$ cat config.mk
export PLATFORM = sky130hd
export DESIGN_NAME = dmux4_dispatcher
export DESIGN_NICKNAME = d
export VERILOG_FILES = /design/src/rtl/dispatch_pkg.sv /design/src/rtl/dmux4_dispatcher_rr_pick4.sv /design/src/rtl/dmux4_dispatcher.sv
export SDC_FILE = /design/constraint.sdc
export NUM_CORES = 1
export LEC_CHECK = 0
export BUFFER_PORTS_ARGS = -buffer_cell sky130_fd_sc_hd__buf_2
export CAP_MARGIN = 25
export CORE_MARGIN = 4
export CORE_UTILIZATION = 35
export DETAILED_ROUTE_END_ITERATION = 12
export HOLD_SLACK_MARGIN = 0.06
export PLACE_DENSITY = 0.68
export SKIP_LAST_GASP = 1
export SLEW_MARGIN = 5
export SYNTH_ARGS = -nofsm -noshare
export SYNTH_HDL_FRONTEND = slang
export SYNTH_SLANG_ARGS = --single-unit
$ cat constraint.sdc
create_clock -name clk -period 3.45 [get_ports clk]
set_input_delay 0.1725 -clock clk [delete_from_list [all_inputs] [get_ports clk]]
set_output_delay 0.1725 -clock clk [all_outputs]
set_load 0.05 [all_outputs]
$ cat src/rtl/dispatch_pkg.sv
// dispatch_pkg: shared constants, state type and one-hot helper for the 4-way dispatcher
package dispatch_pkg;
  localparam int N_CH = 4;
  localparam int SEL_W = 2;
  typedef enum logic {IDLE, HOLD} disp_state_t;
  function automatic logic [N_CH-1:0] onehot4(input logic [SEL_W-1:0] s);
    return {{(N_CH-1){1'b0}}, 1'b1} << s;
  endfunction
endpackage

$ cat src/rtl/dmux4_dispatcher_rr_pick4.sv
// rr_pick4: rotating-priority picker, first ready channel at or after base, base when none ready
module rr_pick4 (
  input  logic [1:0] base,
  input  logic [3:0] req,
  output logic [1:0] pick
);
  logic [3:0] rot;
  logic [1:0] off;
  // rotate so base lands at bit 0, then take the lowest set bit as the offset from base
  always_comb begin
    rot = 4'({req, req} >> base);
    off = rot[0] ? 2'd0 : rot[1] ? 2'd1 : rot[2] ? 2'd2 : rot[3] ? 2'd3 : 2'd0;
    pick = base + off;
  end
endmodule

$ cat src/rtl/dmux4_dispatcher.sv
// dmux4_dispatcher: round-robin one-word dispatcher to four channels; DISPATCH_STATS_EN adds per-channel counters
module dmux4_dispatcher
  import dispatch_pkg::*;
#(
  parameter int WIDTH = 16,
  parameter int CNT_W = 8
) (
  input  logic             clk,
  input  logic             rst_n,
  input  logic             in_valid,
  input  logic [WIDTH-1:0] in_data,
  output logic             in_ready,
  output logic [3:0]       out_valid,
  output logic [WIDTH-1:0] out_data,
  input  logic [3:0]       out_ready,
  output logic [1:0]       sel,
  output logic             busy
`ifdef DISPATCH_STATS_EN
  ,
  output logic [4*CNT_W-1:0] cnt_flat
`endif
);
  disp_state_t state, state_nx;
  logic [1:0] ptr, base, pick;
  logic [WIDTH-1:0] hold;
  logic accept, capture;
  assign accept = (state == HOLD) && out_ready[sel];
  assign in_ready = (state == IDLE) || accept;
  assign capture = in_valid && in_ready;
  assign base = (state == IDLE) ? ptr : sel + 2'd1;
  assign out_valid = (state == HOLD) ? onehot4(sel) : 4'b0000;
  assign busy = (state == HOLD);
  assign out_data = hold;
  rr_pick4 u_pick (
    .base(base),
    .req (out_ready),
    .pick(pick)
  );
  // a capture always (re)fills the buffer; an accept without capture empties it
  always_comb state_nx = capture ? HOLD : accept ? IDLE : state;
  // state register
  always_ff @(posedge clk or negedge rst_n)
    if (!rst_n) state <= IDLE;
    else state <= state_nx;
  // destination and word are latched at capture and frozen until accepted
  always_ff @(posedge clk or negedge rst_n)
    if (!rst_n) begin
      ptr <= 2'd0;
      sel <= 2'd0;
      hold <= '0;
    end else begin
      if (accept) ptr <= sel + 2'd1;
      if (capture) begin
        hold <= in_data;
        sel <= pick;
      end
    end
`ifdef DISPATCH_STATS_EN
  logic [CNT_W-1:0] cnt [4];
  for (genvar k = 0; k < 4; k++) begin : g_cnt
    // saturating count of words accepted on channel k
    always_ff @(posedge clk or negedge rst_n)
      if (!rst_n) cnt[k] <= '0;
      else if (accept && sel == 2'(k) && cnt[k] != {CNT_W{1'b1}}) cnt[k] <= cnt[k] + 1'b1;
    assign cnt_flat[k*CNT_W +: CNT_W] = cnt[k];
  end
`endif
endmodule

==> impl_results.md, run 1 <==
- Status: completed
- Setup TNS: 0 ps
- Post-Synthesis Mean Instance Area: 12.62 um2
- Crit path largest cell delay: 570 ps
- Placer Congestion: 0.9289
- Critical path endpoint category: register
- Max clock buf depth: 2
- Clk Latency, worst-skew pair: 300 ps
- Initial antenna violation count: 0
- Post-synth top area share: 0.5079
- Post-synth top area cell: dfrtp_1
- Fraction of layout instances using a drive strength above 1: 0.5420
- Total wire length: 2.279 mm
- RR Endpoint: out_data[3]
- CP max-delay cell: mux4_2
- DP Wirelength: 1.806 mm
- Max_cap viols: 0
- Via count: 822
- Period utilization: 0.6571
- R2r setup slk: 1180 ps
- Worst Setup Path Type: register to register
- Vias in the first global route: 839
- Final min period: 2267 ps
- Seq/Total Area, Yosys: 0.5079
- Wire per inst: 14.07 um
- Nets: 159
- Crit path to: out_data[3]
- Initial DRC Count: 32
- Core Footprint: 2781 um2
- Min-delay src: in_data[5]
- YS warnings: 0
- First-pass GRT wire length: 3.884 mm
- Slew Viols, Final: 0
- Port Buf Inserts: 46
- Layout area overhead: 27.69%
- CP bufs+invs: 1
- Sink Count: 21
- CTS tree: done
- Reg2reg path depth: 4
- Least-Margin Pin Slew: 563.4 ps
- Startpoint type of the worst setup path: register
- Unrepaired setup endpoints after global routing: false
- Pre-Repair DR Iteration Count: 4
- Critical path depth in cells: 4
- CTS buffer count: 3
- Residual DRC count: 0
- Number of setup buffers added after CTS: 0
- Max Clk Rate: 441.1 MHz
- Post-Place Setup Slack: 1204 ps
- Cell Rows: 19
- Final hold vios: 0
- Die Y: 62.37 um
- Flops & latches, synth: 21
- Synth Cell Area: 1035 um2
- Remaining Overflow, GRT: 0
- Initial cell density of the core: 0.3720
- Ranking of synthesized cells by area: dfrtp_1 51%, mux2_2 19%, ha_1 4.8%
- Detail Route Antenna Nets: 0
- Reg2reg start: sel[0]
- Class of the tightest hold or removal check: primary input to register
- Die W: 62.37 um
- GRT Util Overall: 0.1213
- IO Pins: 47
- Die area: 3890 um2
- Critical path's top delay family: multiplexers
- Fin worst setup slack: 1183 ps
- H-tree depth: 1
- Synth Net Count: 109
- Critical Path Fanout Max: 11
- Final setup vio count: 0
- Distinct cells, synth: 25
- WP data arrival: 2460 ps
- Worst Path Required: 3640 ps
- Clock slew at reported path FFs: 120 ps
- Post-Syn Instances: 82
- Vias per Instance: 5.074
- Ordered cell list for the critical path: mux4_2, o21ai_2, buf_4, mux2_2
- Clock root cell: clkbuf_4
- Worst Setup SP: sel[0]
- Diode count: 0
- Rel. slew slack: 0.6244
- Clock Skew: 7.633 ps
- Largest net degree at the start of global routing: 22
[sequential cells by signal, indices dropped and copies added, names as in the netlist]
register and flops:
out_data 16, sel 2, ptr 2, busy 1
[worst min-delay path by stage]
| stage | slack, ps | endpoint | depth (start not counted) |
|---|---|---|---|
| after floorplan | -120 | busy | 0 |
| after global placement | 140 | out_data[9] | 1 |
| after detailed placement | 150 | out_data[11] | 1 |
| after CTS | 70 | out_data[5] | 2 |
| after global routing | 70 | out_data[5] | 2 |
| final | 80 | out_data[5] | 2 |
[cell families after synthesis]
| group | share of synthesized area |
|---|---|
| simple gates | 0.1173 |
| fa+ha+maj | 0.04837 |
| flops | 0.5079 |
| buf+inv | 0.04110 |
| compound gates | 0.05804 |
| mux | 0.2273 |
[stage by stage]
stage	hold slack [ps]	cells	utilization	instance area, um2
after CTS	74.34	162	0.4750	1321
after floorplan	-123.1	82	-	1035
after global placement	140.2	157	0.4615	1284
after global routing	72.68	162	0.4750	1321
final	78.52	162	0.4750	1321
after detailed placement	149.5	157	0.4615	1284
[cell usage after synthesis]
cell type and number:
a221oi_1 1, nand3_1 2, a31oi_1 1, dfrtp_1 21, nand2b_1 4, mux2_2 17
or2_2 1, o21ai_2 1, nand2_1 4, ha_1 4, nand3b_1 1, buf_2 1
inv_1 4, mux2_1 1, mux2i_1 1, a32oi_1 1, o211ai_1 1, buf_6 2
and4_1 1, or3_1 2, and2_1 4, mux4_2 1, o31ai_1 2, nor2_1 3
o21ai_0 1
[repair_timing]
action / in CTS / in global routing
hold endpoints to repair: 21 / 0
gates resized for setup: 0 / 0
hold buffers: 1 / 0
[per-layer routing]
metal / vias up / global-route usage / share of wire
li1: 386 / - / -
met1: 390 / 0.1344 / 0.38
met2: 42 / 0.2124 / 0.54
met3: 4 / 0.03058 / 0.065
met4: 0 / 0.06101 / 0.013
met5: - / 0 / 0
[layout make-up]
class / count / area [um2]
repair buffers: 48 / 247.7
clock buffers: 3 / 22.52
well taps: 31 / 38.79
fillers: 262 / 1460
multi-input cells: 54 / 466.7
flip-flops and latches: 21 / 525.5
clock inverters: 1 / 5.005
inverters: 4 / 15.01
[placed cells by master (no fill, tap or decap), types with 3 or more instances in the layout]
cell      count
nor2_1        3
nand2_1       4
nand2b_1      4
clkbuf_4      3
ha_1          4
mux2_2       17
and2_1        4
buf_2        46
inv_1         4
dfrtp_1      21
Power of run 1 is left out: the tool's default activity adds up to more than one toggle a clock period on the data nets, which glitch-free logic cannot reach.
==> inputs of run 2 (changes only) <==
- clock period: 3.45 -> 2.25 ns (I/O delays scaled with it)
==> impl_results.md, run 2 (synthesized netlist as in run 1, its figures left out) <==
- GR peak layer: met2 (unchanged)
- Max FFs per register: 16 (unchanged)
- Clock Skew: 2.317 ps (was 7.633 ps)
- Placer Congestion: 0.9307 (was 0.9289)
- Via count: 887 (was 822)
- IO Pins: 47 (unchanged)
- Clock root cell: clkbuf_4 (unchanged)
- Die Y: 62.37 um (unchanged)
- CTS buffer count: 3 (unchanged)
- Status: completed (unchanged)
- Setup TNS: 0 ps (unchanged)
- Initial cell density of the core: 0.3720 (unchanged)
- Critical Path Fanout Max: 8 (was 11)
- Slew Viols, Final: 0 (unchanged)
- First-pass GRT wire length: 4.547 mm (was 3.884 mm)
- Clock slew at reported path FFs: 110 ps (was 120 ps)
- Cell Pwr Density: 1518 nW/um2
- Sink Count: 21 (unchanged)
- Worst Setup Path Type: register to output port (was register to register)
- Residual DRC count: 0 (unchanged)
- Fraction of layout instances using a drive strength above 1: 0.4832 (was 0.5420)
- Worst Path Required: 2140 ps (was 3640 ps)
- Cell Rows: 19 (unchanged)
- Max clock buf depth: 2 (unchanged)
- Most common library cell in the layout ignoring fill and taps: buf_2 (unchanged)
- Class of the tightest hold or removal check: primary input to register (unchanged)
- Final min period: 1988 ps
- Peak VDD IR: 1.205 mV
- Vias per Instance: 4.928 (was 5.074)
- Period utilization: 0.8835
- Initial DRC Count: 8 (was 32)
- Pre-Repair DR Iteration Count: 4 (unchanged)
- Critical path endpoint category: output port (was register)
- Met2 GRT Util: 0.2889 (was 0.2124)
- Layout area overhead: 44.86% (was 27.69%)
- P_leak: 0.7353 nW
- WP data arrival: 1880 ps (was 2460 ps)
- Nets: 177 (was 159)
- Initial antenna violation count: 0 (unchanged)
- Remaining Overflow, GRT: 0 (unchanged)
- Unrepaired setup endpoints after global routing: false (unchanged)
- Fin worst setup slack: 262.2 ps (was 1183 ps)
- Max_cap viols: 0 (unchanged)
- Detail Route Antenna Nets: 0 (unchanged)
- Final hold vios: 0 (unchanged)
- Post-Place Setup Slack: 390.2 ps (was 1204 ps)
- H-tree depth: 1 (unchanged)
- Most frequent cells in the layout: 46 x buf_2, 21 x dfrtp_1, 18 x dlygate4sd3_1 (was 46 x buf_2, 21 x dfrtp_1, 17 x mux2_2)
- Total wire length: 2.720 mm (was 2.279 mm)
- GRT Util Overall: 0.1448 (was 0.1213)
- Final setup vio count: 0 (unchanged)
- Least-Margin Pin Slew: 469.5 ps (was 563.4 ps)
- Startpoint type of the worst setup path: register (unchanged)
- Largest net degree at the start of global routing: 22 (unchanged)
- Wire per inst: 15.11 um (was 14.07 um)
- Met1 Usage GRT: 0.1394 (was 0.1344)
- Vias in the first global route: 962 (was 839)
- Die area: 3890 um2 (unchanged)
- Die W: 62.37 um (unchanged)
- Rel. slew slack: 0.6870 (was 0.6244)
- Number of setup buffers added after CTS: 0 (unchanged)
- Core Footprint: 2781 um2 (unchanged)
- Met3 usage: 0.03417 (was 0.03058)
- Port Buf Inserts: 46 (unchanged)
- Clk Latency, worst-skew pair: 300 ps (about the same)
- Diode count: 0 (unchanged)
- Max Clk Rate: 503.1 MHz
- CTS tree: done (unchanged)
- DP Wirelength: 1.889 mm (was 1.806 mm)
==> run 2: cell count changes in the layout (fill, tap and decap cells not counted), sizes merged <==
| cell | delta |
|---|---|
| dlygate4sd3 | +17 |
| buf | +1 |
==> run 2: power by group <==
| part | internal (mW) | switching (mW) |
|---|---|---|
| Clock | 0.0662 | 0.112 |
| Combinational | 0.432 | 0.999 |
| Sequential | 0.547 | 0.118 |
==> run 2: timing repair <==
| action | 4_1_cts | 5_1_grt |
|---|---|---|
| gates resized for setup | 0 | 0 |
| endpoints found under the hold margin | 38 | 0 |
| hold buffers | 18 | 0 |
==> run 2: final timing paths <==
check                             start          end  slack [ps]  cells past startpoint
hold reg to reg                  ptr[0]       ptr[0]         500                      2
setup / recovery                 sel[0]     in_ready         260                      3
max in group asynchronous         rst_n       sel[0]        1600                      2
min in group asynchronous         rst_n  out_data[6]         330                      2
setup reg to reg                 sel[0]  out_data[8]         380                      4
hold / removal             out_ready[1]       sel[1]         200                      4
==> run 2: worst max-delay path, cell delays in order, from the launching register on <==
cell,delay [ps]
dfrtp_1,490
mux4_2,570
or2_2,300
buf_2,220
==> run 2: final cells by class <==
class	instances	area [um2]
inverters	4	15.01
fillers	250	1282
clock inverters	1	5.005
repair buffers	66	425.4
multi-input cells	54	466.7
well taps	31	38.79
flip-flops and latches	21	525.5
clock buffers	3	22.52
==> run 2: routing by layer <==
layer  routed length (um)  vias to the layer above  share of wire
met1                  958                      430           0.35
met4                   30                        0          0.011
li1                     -                      422              -
met2                 1578                       31           0.58
met3                  152                        4          0.056
met5                    0                        -              0
==> run 2: per-stage QoR <==
stage / total power [mW] / hold WS (ps) / instance area (um2) / util / instances
after global placement: 2.054 / 92.39 / 1291 / 0.4642 / 158
after floorplan: 1.768 / -183.1 / 1035 / - / 82
after global routing: 2.417 / 209.1 / 1499 / 0.5389 / 180
final: 2.275 / 197.3 / 1499 / 0.5389 / 180
after detailed placement: 2.088 / 96.26 / 1291 / 0.4642 / 158
after CTS: 2.292 / 183.7 / 1499 / 0.5389 / 180
Power figures use the tool's default switching activity.
